==> config.mk <==
export PLATFORM = sky130hd
export DESIGN_NAME = spi_master
export DESIGN_NICKNAME = d
export VERILOG_FILES = /design/src/rtl/spi_master.sv
export SDC_FILE = /design/constraint.sdc
export NUM_CORES = 1
export LEC_CHECK = 0
export BUFFER_PORTS_ARGS = -buffer_cell sky130_fd_sc_hd__buf_4
export CELL_PAD_IN_SITES_DETAIL_PLACEMENT = 1
export CELL_PAD_IN_SITES_GLOBAL_PLACEMENT = 1
export CORE_UTILIZATION = 25
export DETAILED_ROUTE_END_ITERATION = 6
export PLACE_DENSITY = 0.57
export SLEW_MARGIN = 20
export SYNTH_ARGS = -nofsm -noshare
export SYNTH_HDL_FRONTEND = slang
export SYNTH_SLANG_ARGS = --single-unit
==> constraint.sdc <==
create_clock -name clk -period 3.9 [get_ports clk]
set_clock_uncertainty 0.15 [all_clocks]
set_input_delay 0.39 -clock clk [delete_from_list [all_inputs] [get_ports clk]]
set_output_delay 0.39 -clock clk [all_outputs]
set_load 0.02 [all_outputs]
==> src/rtl/spi_master.sv <==
// Memory-mapped SPI master (mode 0, 8-bit, MSB first) on the valid/ready peripheral bus.
// Optional feature: define SPI_LOOPBACK_EN to make CTRL bit1 route MOSI back into the receive path.
module spi_master #(
    parameter logic [15:0] DIV_RESET = 16'd3,
    parameter int          ADDR_BITS = 4
) (
    input  logic        clk,
    input  logic        rst,
    input  logic        spi_valid,
    input  logic        spi_instr,
    input  logic [31:0] spi_addr,
    input  logic [31:0] spi_wdata,
    input  logic [3:0]  spi_wstrb,
    output logic [31:0] spi_rdata,
    output logic        spi_ready,
    output logic        spi_sclk,
    output logic        spi_mosi,
    input  logic        spi_miso,
    output logic        spi_cs_n
);
    typedef enum logic [1:0] {IDLE, LEAD, TRAIL, DONE} state_t;

    state_t      state_reg, state_next;
    logic [15:0] div_reg, div_lat_reg, cnt_reg;
    logic [1:0]  ctrl_reg;
    logic [7:0]  rx_data_reg, shift_reg, pend_data_reg;
    logic        rx_valid_reg, pend_reg, sample_reg;
    logic [2:0]  bit_cnt_reg;
    logic        miso_meta_reg, miso_sync_reg;

    logic        busy, tick, last_bit;
    logic        req, is_write, in_range, data_wr, stall, start, miso_bit;
    logic [1:0]  sel;
    logic [7:0]  start_byte;
    logic        unused_bits;

    // A request is ignored while its own ready is still showing or a write is parked.
    assign req        = spi_valid && !spi_ready && !pend_reg;
    assign is_write   = |spi_wstrb;
    assign in_range   = (spi_addr[31:ADDR_BITS] == '0);
    assign sel        = spi_addr[3:2];
    assign data_wr    = req && is_write && in_range && (sel == 2'd0) && spi_wstrb[0];
    assign stall      = data_wr && (state_reg != IDLE);
    assign start      = (state_reg == IDLE) && (pend_reg || data_wr);
    assign start_byte = pend_reg ? pend_data_reg : spi_wdata[7:0];
    assign spi_cs_n   = ~ctrl_reg[0];
    assign unused_bits = ^{spi_instr, spi_wdata[31:16], spi_addr[1:0], spi_wstrb[3:2]};

`ifdef SPI_LOOPBACK_EN
    assign miso_bit = ctrl_reg[1] ? spi_mosi : miso_sync_reg;
`else
    assign miso_bit = miso_sync_reg;
`endif

    always_ff @(posedge clk or posedge rst) begin
        if (rst) state_reg <= IDLE;
        else     state_reg <= state_next;
    end

    always_comb begin
        state_next = state_reg;
        case (state_reg)
            IDLE:    if (start) state_next = LEAD;
            LEAD:    if (tick) state_next = TRAIL;
            TRAIL:   if (tick) state_next = last_bit ? DONE : LEAD;
            DONE:    state_next = IDLE;
            default: state_next = IDLE;
        endcase
    end

    always_comb begin
        busy     = (state_reg != IDLE);
        tick     = ((state_reg == LEAD) || (state_reg == TRAIL)) && (cnt_reg == div_lat_reg);
        last_bit = (bit_cnt_reg == 3'd0);
    end

    always_ff @(posedge clk or posedge rst) begin
        if (rst) begin
            spi_rdata     <= '0;
            spi_ready     <= 1'b0;
            spi_sclk      <= 1'b0;
            spi_mosi      <= 1'b0;
            div_reg       <= DIV_RESET;
            div_lat_reg   <= DIV_RESET;
            cnt_reg       <= '0;
            ctrl_reg      <= '0;
            rx_data_reg   <= '0;
            rx_valid_reg  <= 1'b0;
            shift_reg     <= '0;
            sample_reg    <= 1'b0;
            bit_cnt_reg   <= '0;
            pend_reg      <= 1'b0;
            pend_data_reg <= '0;
            miso_meta_reg <= 1'b0;
            miso_sync_reg <= 1'b0;
        end else begin
            miso_meta_reg <= spi_miso;
            miso_sync_reg <= miso_meta_reg;

            // A parked DATA write is acknowledged in the same cycle its transfer launches.
            spi_ready <= (req && !stall) || (start && pend_reg);
            if (stall) begin
                pend_reg      <= 1'b1;
                pend_data_reg <= spi_wdata[7:0];
            end else if (start && pend_reg) begin
                pend_reg <= 1'b0;
            end

            spi_rdata <= '0;
            if (req && !is_write && in_range) begin
                case (sel)
                    2'd0:    spi_rdata <= {24'd0, rx_data_reg};
                    2'd1:    spi_rdata <= {30'd0, rx_valid_reg, busy};
                    2'd2:    spi_rdata <= {16'd0, div_reg};
                    default: spi_rdata <= {30'd0, ctrl_reg};
                endcase
            end

            if (req && is_write && in_range) begin
                if (sel == 2'd2) begin
                    if (spi_wstrb[0]) div_reg[7:0]  <= spi_wdata[7:0];
                    if (spi_wstrb[1]) div_reg[15:8] <= spi_wdata[15:8];
                end
                if ((sel == 2'd3) && spi_wstrb[0]) begin
                    ctrl_reg[0] <= spi_wdata[0];
`ifdef SPI_LOOPBACK_EN
                    ctrl_reg[1] <= spi_wdata[1];
`endif
                end
            end

            // Completion beats a simultaneous DATA read when updating rx_valid.
            if (state_reg == DONE) begin
                rx_valid_reg <= 1'b1;
                rx_data_reg  <= shift_reg;
            end else if (req && !is_write && in_range && (sel == 2'd0)) begin
                rx_valid_reg <= 1'b0;
            end

            if (start) begin
                shift_reg   <= start_byte;
                spi_mosi    <= start_byte[7];
                bit_cnt_reg <= 3'd7;
                cnt_reg     <= '0;
                div_lat_reg <= div_reg;
                spi_sclk    <= 1'b0;
            end else if ((state_reg == LEAD) || (state_reg == TRAIL)) begin
                if (!tick) begin
                    cnt_reg <= cnt_reg + 16'd1;
                end else begin
                    cnt_reg <= '0;
                    if (state_reg == LEAD) begin
                        spi_sclk   <= 1'b1;
                        sample_reg <= miso_bit;
                    end else begin
                        // The sampled bit enters at bit0 as the outgoing MSB leaves.
                        spi_sclk  <= 1'b0;
                        shift_reg <= {shift_reg[6:0], sample_reg};
                        if (!last_bit) begin
                            spi_mosi    <= shift_reg[6];
                            bit_cnt_reg <= bit_cnt_reg - 3'd1;
                        end
                    end
                end
            end
        end
    end
endmodule

; ---- After elaboration in Yosys (flattened, before gate mapping)
; Index checks and enable logic that the tools add are counted.
[op_classes]
n_addsub = 2
reduce_logical = 40
eq_ne = 12
n_mux = 33
n_bitwise = 2
[ops]
columns = cell, count
row1 = $mux 16, 4
row2 = $pmux 16 s3, 1
row3 = $mux 8, 5
row4 = $logic_not 28->1, 1
row5 = $add 16x1->16 const B, 1
row6 = $eq 16x16->1, 1
row7 = $logic_and 1x1->1, 15
row8 = $mux 3, 5
row9 = $mux 1, 13
row10 = $reduce_and 3->1, 4
row11 = $reduce_bool 2->1, 5
row12 = $eq 2x2->1 const B, 4
row13 = $mux 2, 4
row14 = $ne 2x2->1 const B, 4
row15 = $pmux 2 s4, 1
row16 = $reduce_and 4->1, 2
row17 = $eq 2x1->1 const B, 2
row18 = $logic_not 1->1, 4
row19 = $logic_not 2->1, 2
row20 = $reduce_and 2->1, 2
row21 = $reduce_or 4->1, 1
row22 = $logic_not 3->1, 1
row23 = $logic_or 1x1->1, 3
row24 = $sub 3x1->3 const B, 1
row25 = 2 further kinds, 3
[word_totals]
wordCells = 108
output_inout_bits = 36
register_bits = 118
input_bits = 73

; ---- Depth between registers and ports, before layout
[logic_depth]
ltp_word = 12
depth_mapped = 8
mapped_depth_nobuf = 7

; ---- Worst setup path after synthesis
; OpenSTA, ideal clock, no wires.
[synth_path]
path_kind = register -> register
from = reg div_lat_reg[1]
to = reg shift_reg[0]
period_less_slack_ns = 2.643
path_slack_ns = 1.257
n_path_buf = 1
stages_incl_launch_ff = 8
arrival_time_ns = 2.367
cell_sequence = dfstp_2 xnor2_1 or4b_1 or4_1 buf_2 o21ai_4 nand2_4 a221o_1
[synth_between]
elab_chain_cells = 4
[synth_rtl]
columns = element, line
row1 = from (decl), 24  ; logic [15:0] div_reg, div_lat_reg, cnt_reg;
row2 = from (signal assigned), 145  ; div_lat_reg <= div_reg;
row3 = $eq 16x16->1, 73  ; tick = ((state_reg == LEAD) || (state_reg == TRAIL)) && (cnt_reg == div_lat_reg);
row4 = $logic_and 1x1->1, 73
row5 = $reduce_bool 2->1 (no source line), n/a
row6 = $reduce_and 3->1 (no source line), n/a
row7 = to (signal assigned), 141  ; shift_reg <= start_byte;
row8 = to (signal assigned), 158  ; shift_reg <= {shift_reg[6:0], sample_reg};
row9 = to (decl), 26  ; logic [7:0] rx_data_reg, shift_reg, pend_data_reg;
; Every way passes these cells.
; A chain may end at the register's enable or synchronous reset.

; ---- Worst setup path in the final report
[layout_path]
from = reg cnt_reg[1]
to = reg shift_reg[7]
[layout_between]
elab_chain_cells = 4
[layout_rtl]
columns = element, line
row1 = from (decl), 24
row2 = from (signal assigned), 149  ; cnt_reg <= cnt_reg + 16'd1;
row3 = $eq 16x16->1, 73
row4 = $logic_and 1x1->1, 73
row5 = $reduce_bool 2->1 (no source line), n/a
row6 = $reduce_and 3->1 (no source line), n/a
; Every way passes these cells.

==> metrics.md <==
| Metric | Value |
|---|---|
| Status | finished, final reports clean |
| Bufs and invs on worst path | 0 |
| DP HPWL | 9.53 mm |
| Most used DFF post-synth | dfrtp_1 |
| Antenna diodes | 0 |
| Root buf cell | clkbuf_16 |
| GP Congestion | 0.734 |
| Crit-path max FO | 8 |
| Pleak | 0.00299 uW |
| Crit start category | register |
| Slowest CP cell | or4_1 |
| Residual DRC count | 0 |
| Path type of the worst min-delay path | input pin to async pin |
| RSZ-0062 raised after global routing | no |
| Rows | 51 |
| Vias per cell | 4.57 |
| Router iterations before antenna repair | 4 |
| Port bufs | 73 |
| Die height | 143 um |
| Slew HR | 42.6% |
| Post-Route WL | 12.9 mm |
| Clock buffer depth | 2 |
| First-pass GRT wire length | 21.3 mm |
| Worst-path clk slew | 70 ps |
| Slew Limit Fails | 0 |
| Worst skew pair latency | 360 ps |
| Die W | 143 um |
| Vias | 3,692 |
| Setup CP Type | register to register |
| Arrival time at the worst endpoint | 3160 ps |
| Data required time at the worst endpoint | 3990 ps |
| TritonCTS clock tree | built |
| Post-Syn Area per Cell | 10.8 um^2 |
| Ports | 109 |
| Final Hold Violating Endpoints | 0 |
| Final core utilization | 31.6% |
| Worst VDD drop | 191 uV |
| GRT Residual Overflow | 0 |
| Drt initial violations | 107 |
| Initial Utilization | 25.5% |
| DR WL/cell | 16.0 um |
| Core area | 0.0195 mm^2 |
| Initial antenna violation count | 0 |
| Worst slew pin tran | 861 ps |
| Layout cells sized above 1 | 27.7% |
| # nets final | 619 |
| Largest net degree at the start of global routing | 68 |
| Vias in the first global route | 3,942 |
| Synth Register Bits | 102 |
| Setup TNS | 0 ps |
| Most frequent cells in the layout | dfrtp_1 (98), buf_4 (85), nand2_1 (69) |
| Antenna viol nets, final | 0 |
| Post-Syn Instances | 458 |
| Setup-failing EPs final | 0 |
| Post-synth cell types | 55 |
| Max cap viols | 0 |
| Gr usage total | 13.7% |
| H-tree Lvls | 3 |
| CP top delay family | simple AND/OR/NAND/NOR gates |
| Biggest cell delay along the critical path | 690 ps |
| Critical Path Start | cnt_reg[1] |
| Pwr Density | 349 mW/mm^2 |
| Worst setup EP type | register |
| Commonest non-fill, non-tap cell in the layout | dfrtp_1 |
| Final Cycle Share | 78.8% |
| Area grow syn2layout | 24.0% |
| Number of synthesized flops with an enable pin | 0 |
| Post-synthesis sequential area ratio | 51.5% |
| Post-Syn Area | 0.00496 mm^2 |
| CTS buffer count | 9 |
| Critical path, cell by cell | xnor2_1 > or4b_1 > or4_1 > o21ai_4 > nand2_4 > a221o_1 |
| Async SR Flop Fraction | 100% |
| Synth warn | 1 |
| TritonCTS Sinks | 102 |
| R2r startpoint | cnt_reg[1] |
| Tmin final | 3070 ps |
| Max Freq | 0.326 GHz |
| Die Footprint | 0.0204 mm^2 |
==> layout make-up <==
cell class | instances | area, um^2
Clock buffer | 9 | 225
Clock inverter | 7 | 105
Fill cell | 2212 | 13300
Inverter | 11 | 43.8
Multi-Input combinational cell | 327 | 2250
Sequential cell | 102 | 2560
Tap cell | 265 | 332
Timing Repair Buffer | 86 | 648
==> report_power, final <==
part           total, uW  internal [uW]  leakage, uW  switching, uW
Combinational       95.7           41.8      0.00145           53.9
Clock                997            572     0.000158            425
Sequential          1060           1060      0.00137          0.883
Total               2150           1670      0.00299            480
==> worst register-to-register path: stages, from the launching register on <==
cell     delay (ps)
dfrtp_1         460
xnor2_1         220
or4b_1          480
or4_1           690
o21ai_4         400
nand2_4         170
a221o_1         380
==> what timing repair did <==
item                      4_1_cts  5_1_grt
hold endpoints to repair        1        0
hold buffers                    1        0
setup buffers                   0        0
resized for setup               0        0
==> Yosys cell counts (2+ instances only) <==
master    number  area share [%]
dfrtp_1       98              49
nand2_1       69             5.2
mux2_2        35             7.9
nor2_1        24             1.8
buf_4         16             2.4
nor3_1        15             1.5
clkbuf_1      14             1.1
xor2_1        14             2.5
and2_1        11             1.4
inv_1         11            0.83
mux2i_1       11             2.2
a21oi_1       10             1.0
nor2b_1       10             1.3
nor4_1        10             1.3
ha_1           9             2.3
a221o_1        8             1.6
a22o_1         7             1.2
xnor2_1        7             1.2
a32o_1         6             1.2
and3_1         6            0.76
nand4_1        6            0.76
o21ai_0        6            0.60
nand3_1        5            0.50
dfstp_2        4             2.1
a41oi_1        3            0.53
buf_2          3            0.30
nand2b_1       3            0.38
nor3b_1        3            0.45
a211oi_1       2            0.30
a32oi_1        2            0.35
and4_1         2            0.35
o211ai_1       2            0.30
o21ai_1        2            0.20
or3_1          2            0.25
or4_1          2            0.30
==> cell families (layout without fill, tap and decap cells) <==
logic type | count (synthesis) | count (layout) | synth area share [%]
DFF | 102 | 102 | 51.5
muxes | 47 | 47 | 10.6
xor gates and xnor gates | 21 | 21 | 3.70
adders and majority gates | 9 | 9 | 2.27
and+or+nand+nor | 178 | 178 | 18.4
buffers and inverters | 44 | 113 | 4.61
AOI/OAI and AO/OA | 56 | 56 | 8.82
other | 1 | 16 | 0.0755
==> stage by stage <==
step                power [uW]  setup slack [ps]  hold WS, ps  instances  area (um^2)
floorplan                 1130               691          181        473         5020
global placement          1180               898          195        790         5820
detailed placement        1180               844          187        790         5820
CTS                       2190               836         93.8        807         6160
global route              2230               731          109        807         6160
finish                    2150               828         58.2        807         6160
==> layer usage <==
metal / track usage [%] / vias to the layer above / part of all wire [%]
li1: - / 1743 / -
met1: 18.1 / 1890 / 47
met2: 22.2 / 43 / 48
met3: 1.71 / 16 / 1.8
met4: 6.40 / 0 / 2.5
met5: 0 / - / 0
==> final timing paths <==
path	to	slack (ps)	depth (start not counted)
setup / recovery	shift_reg[7]	830	6
hold / removal	spi_rdata[13]	60	2
setup reg to reg	shift_reg[7]	830	6
hold reg to reg	miso_bit	210	0
max in group asynchronous	div_reg[1]	2680	3
min in group clk	div_reg[10]	120	2
Note: power is estimated with default switching activity, not from simulation.
